$ cat config.mk
export PLATFORM = sky130hd
export DESIGN_NAME = control_unit
export DESIGN_NICKNAME = d
export VERILOG_FILES = /design/src/rtl/control_unit.sv
export SDC_FILE = /design/constraint.sdc
export NUM_CORES = 1
export LEC_CHECK = 0
export CAP_MARGIN = 20
export CORE_ASPECT_RATIO = 1.1
export CORE_MARGIN = 1.5
export CORE_UTILIZATION = 35
export CTS_BUF_LIST = sky130_fd_sc_hd__clkbuf_4 sky130_fd_sc_hd__clkbuf_8 sky130_fd_sc_hd__clkbuf_16
export DETAILED_ROUTE_END_ITERATION = 6
export MAX_ROUTING_LAYER = met4
export REMOVE_ABC_BUFFERS = 1
export SLEW_MARGIN = 40
export SYNTH_ARGS = -nofsm -noshare
export SYNTH_HDL_FRONTEND = slang
export SYNTH_SLANG_ARGS = --single-unit
$ cat constraint.sdc
create_clock -name CLK -period 8.8 [get_ports CLK]
set_input_delay 1.32 -clock CLK [delete_from_list [all_inputs] [get_ports CLK]]
set_output_delay 1.32 -clock CLK [all_outputs]
set_load 0.05 [all_outputs]
$ cat src/rtl/control_unit.sv
// control_unit: multi-cycle FETCH/DECODE/EXEC/MEM/WB sequencer for the RV64 subset datapath.
// Control outputs are decoded from the registered state and the live IR opcode.
module control_unit #(
    parameter int MEM_WAIT = 0,
    parameter int CNT_W    = 32
) (
    input  logic             CLK,
    input  logic             RST_n,
    input  logic             run,
    input  logic [6:0]       opcode,
    input  logic [2:0]       funct3,
    input  logic             funct7_5,
    output logic             sub,
    output logic             WE_RF,
    output logic             WE_MEM,
    output logic [1:0]       RF_din_sel,
    output logic             ULA_din2_sel,
    output logic             load_pc,
    output logic             reset_pc,
    output logic             pc_next_sel,
    output logic             pc_adder_sel,
    output logic             halted,
    output logic             illegal,
    output logic [CNT_W-1:0] retired,
    output logic [2:0]       state_dbg
);
    typedef enum logic [2:0] {
        IDLE   = 3'd0,
        FETCH  = 3'd1,
        DECODE = 3'd2,
        EXEC   = 3'd3,
        MEM    = 3'd4,
        WB     = 3'd5,
        HALT   = 3'd6
    } state_t;

    localparam logic [6:0] OP_R    = 7'b0110011;
    localparam logic [6:0] OP_I    = 7'b0010011;
    localparam logic [6:0] OP_LD   = 7'b0000011;
    localparam logic [6:0] OP_SD   = 7'b0100011;
    localparam logic [6:0] OP_BR   = 7'b1100011;
    localparam logic [6:0] OP_JAL  = 7'b1101111;
    localparam logic [6:0] OP_JALR = 7'b1100111;
    localparam logic [6:0] OP_SYS  = 7'b1110011;

    state_t           state_q, state_d;
    logic [3:0]       wait_q, wait_d;
    logic [CNT_W-1:0] retired_q, retired_d;
    logic             illegal_q, illegal_d;
    logic             is_r, is_i, is_ld, is_sd, is_br, is_jal, is_jalr, legal;

    assign is_r    = opcode == OP_R;
    assign is_i    = opcode == OP_I;
    assign is_ld   = opcode == OP_LD;
    assign is_sd   = opcode == OP_SD;
    assign is_br   = opcode == OP_BR;
    assign is_jal  = opcode == OP_JAL;
    assign is_jalr = opcode == OP_JALR;
    assign legal   = is_r | is_i | is_ld | is_sd | is_br | is_jal | is_jalr;

    always_comb begin
        state_d      = state_q;
        wait_d       = wait_q;
        illegal_d    = illegal_q;
        sub          = 1'b0;
        WE_RF        = 1'b0;
        WE_MEM       = 1'b0;
        RF_din_sel   = 2'b00;
        ULA_din2_sel = 1'b0;
        load_pc      = 1'b0;
        reset_pc     = 1'b0;
        pc_next_sel  = 1'b0;
        pc_adder_sel = 1'b0;
        case (state_q)
            IDLE: begin
                reset_pc = 1'b1;
                state_d  = run ? FETCH : IDLE;
            end
            FETCH: state_d = DECODE;
            DECODE: begin
                state_d   = legal ? EXEC : HALT;
                illegal_d = illegal_q | (!legal && opcode != OP_SYS);
            end
            EXEC: begin
                sub          = (is_r && funct3 == 3'b000 && funct7_5) || is_br;
                WE_RF        = is_r | is_i;
                RF_din_sel   = (is_r | is_i) ? 2'b01 : 2'b00;
                ULA_din2_sel = is_i | is_ld | is_sd | is_jalr;
                pc_next_sel  = is_jalr;
                pc_adder_sel = is_br | is_jal;
                load_pc      = is_r | is_i | is_br | is_jal | is_jalr;
                wait_d       = 4'(MEM_WAIT);
                state_d      = (is_ld | is_sd) ? MEM : (is_jal | is_jalr) ? WB : FETCH;
            end
            MEM: begin
                ULA_din2_sel = 1'b1;
                load_pc      = wait_q == 4'd0 && is_sd;
                WE_MEM       = wait_q == 4'd0 && is_sd;
                wait_d       = wait_q == 4'd0 ? wait_q : wait_q - 4'd1;
                state_d      = wait_q != 4'd0 ? MEM : is_sd ? FETCH : WB;
            end
            WB: begin
                // jal/jalr already moved the PC in EXEC; only a load moves it here
                WE_RF        = 1'b1;
                RF_din_sel   = is_ld ? 2'b00 : 2'b10;
                ULA_din2_sel = is_ld;
                load_pc      = is_ld;
                state_d      = FETCH;
            end
            default: state_d = HALT;
        endcase
        retired_d = retired_q + CNT_W'(state_d == FETCH && (state_q inside {EXEC, MEM, WB}));
    end

    always_ff @(posedge CLK or negedge RST_n) begin
        if (!RST_n) begin
            state_q   <= IDLE;
            wait_q    <= 4'd0;
            retired_q <= '0;
            illegal_q <= 1'b0;
        end else begin
            state_q   <= state_d;
            wait_q    <= wait_d;
            retired_q <= retired_d;
            illegal_q <= illegal_d;
        end
    end

    assign halted    = state_q == HALT;
    assign illegal   = illegal_q;
    assign retired   = retired_q;
    assign state_dbg = state_q;
endmodule

==> qor.yml <==
outcome: "finished, final reports clean"
seqCellArea_um2: 1000
rows: 30
fin_worst_skew_ns: 0.00537
min_period_ns: 4.86
worstReg2RegEnd: "retired[30]"
tightest_slew_ns: 0.825
yosysTopAreaCell: "dfrtp_1"
multi_input_area_um2: 1130
max_freq_ghz: 0.206
cpLargestDelayFamily: "buffers and inverters"
remaining_drc_errors: 0
yosysUniqueCellTypes: 51
cts_setup_buffers: 0
initial_core_util: 0.360
p_clk_frac: 0.187
ys_seq_area_frac: 0.455
startpoint_type: "input port"
combPwrFrac: 0.416
setup_violations: 0
yosysWarnings: 0
cp_num_buf_inv: 2
antenna-diode-count: 0
wl_um: 4920
synth_edf_count: 0
hold-path-cell-count: 1
p_int_mw: 0.355
nets: 295
final_common_cell: "clkdlybuf4s50_1"
clock-sinks: 40
die_y_um: 86.2
hold_viol_final: 0
wl_per_cell_um: 13.8
synth_area_per_cell_um2: 10.0
path_clk_slew_ns: 0.07
clock_latency_ns: 0.29
finalCritPeriodShare: 0.553
critPathCaptureType: "output pin"
place_congestion: 0.942
cts_hold_buf: 0
grt_usage: 0.160
coreArea_um2: 6120
viasPerCell: 5.27
portBuffers: 60
cts_max_path_buffers: 2
cts-root-buf: "clkbuf_8"
reg2reg_slack_ns: 5.37
grt_pass1_wl_um: 8290
synth_flop_cell: "dfrtp_1"
p_leak_nw: 1.25
ys_seq_elements: 40
hpwl_um: 3540
die_width_um: 78.6
grt_overflow: 0
syn_inst: 219
grt_antenna_before_repair: 0
dp.cells: 350
ant_nets: 0
powerDensity_nw_per_um2: 213
arrival_ns: 3.54
htree_num_levels: 2
dieArea_um2: 6770
crit_chain: "clkdlybuf4s50_1 -> and3b_1 -> nand4_1 -> a2bb2oi_1 -> o32ai_1 -> clkdlybuf4s50_1"
grt_pass1_vias: 1736
p_switching_mw: 0.272
ios: 61
grt_max_degree: 41
drt_iter0_drc: 54
vias: 1880
fin_setup_tns_ns: 0
cp.required_ns: 7.48
fillers: 599
seqPwrFrac: 0.398
drive_gt1_frac: 0.0650
cpMostUsedCell: "clkdlybuf4s50_1"
cts_tree: "built"
maxSlewViolCount: 0
cts_resized: 0
synthesis.area_um2: 2200
worst_hold_path_type: "flip-flop to flip-flop"
worstSetupPathType: "input port to output pin"
max_stage_delay_ns: 0.84
critPathMaxFanout: 8
rsz0062_at_grt: "false"
numCtsBuffers: 5
drv_cap: 0
synth_top_area_frac: 0.455
switching_share: 0.433
vdd_ir_drop_max_uv: 132
min_from: "retired[31]"
mostFrequentLayoutCells: "clkdlybuf4s50_1, dfrtp_1, nand2_1, xnor2_1, nand3_1"
slowest_stage: "clkdlybuf4s50_1"
fin_cells: 357
drtPass1Iterations: 4
synth.area.top_cells: "dfrtp_1, xnor2_1, xor2_1, nand3_1, nor3_1"
worstRegToRegCells: 11
ys_async_sr_fraction: 1.00
relSlewSlack: 0.449
r2r_start: "wait_q[0]"
syn_to_final_growth_pct: 33.7
hold-path-endpoint: "retired[31]"
## layout make-up
type / count / share of cell area
repair buffers: 60 / 0.203
inverters: 9 / 0.0115
well taps: 80 / 0.0340
clock buffers: 6 / 0.0259
flip-flops and latches: 40 / 0.340
clock inverters: 1 / 0.00170
multi-input cells: 161 / 0.383
## per-layer routing
layer | up-vias | routed length (um) | GRT usage
li1 | 905 | - | -
met1 | 906 | 2270 | 0.205
met2 | 59 | 2320 | 0.245
met3 | 10 | 223 | 0.0358
met4 | 0 | 101 | 0.0698
met5 | - | 0 | -
## cells by family after synthesis
group / after synthesis / synth area share
buf+inv: 18 / 0.0358
xor+xnor: 32 / 0.127
flops: 40 / 0.455
compound gates: 24 / 0.0796
simple gates: 99 / 0.271
fa+ha+maj: 4 / 0.0227
mux: 2 / 0.00910
## worst max path at each step
stage	startpoint	endpoint	slack, ns	cells after the start
final	opcode[4]	ULA_din2_sel	3.94	6
after global routing	opcode[6]	ULA_din2_sel	3.72	6
after CTS	opcode[4]	ULA_din2_sel	3.93	6
after detailed placement	opcode[4]	ULA_din2_sel	3.94	6
after global placement	opcode[3]	ULA_din2_sel	4.00	6
after floorplan	opcode[3]	ULA_din2_sel	4.44	4
## synth_stat cells, drive strengths merged (2+ instances only)
cell and n:
xor2 15, nand2 17, xnor2 17, nor3b 2, nor4 10, ha 4
inv 8, nand3 17, clkbuf 6, or3 2, a221oi 2, nand4 4
and3 6, nor2 14, and4 4, nor3 13, o21ai 4, or4 2
dfrtp 40, o21a 2, a21oi 3, mux2i 2, buf 3
## power groups by stage
stage	clock, mW	combinational [mW]	sequential (mW)
after global placement	0	0.260	0.253
after detailed placement	0	0.262	0.253
after global routing	0.133	0.278	0.255
final	0.117	0.261	0.249
after floorplan	0	0.103	0.316
after CTS	0.124	0.264	0.250
## metrics by stage
stage                     hold WS, ns  setup slack, ns  instance area (um^2)   util  total power, mW
final                           0.469             3.94                  2940  0.481            0.627
after global routing            0.501             3.72                  2940  0.481            0.666
after CTS                       0.475             3.93                  2940  0.480            0.637
after detailed placement        0.461             3.94                  2850  0.466            0.516
after global placement          0.457             4.00                  2850  0.466            0.513
after floorplan                 0.498             4.44                  2160      -            0.419
## flip-flops by register name, summed over array words and instances, names as in the netlist
name	cells
state_dbg	3
wait_q	4
illegal	1
retired	32
No activity file was read; power rests on OpenSTA's default activity.
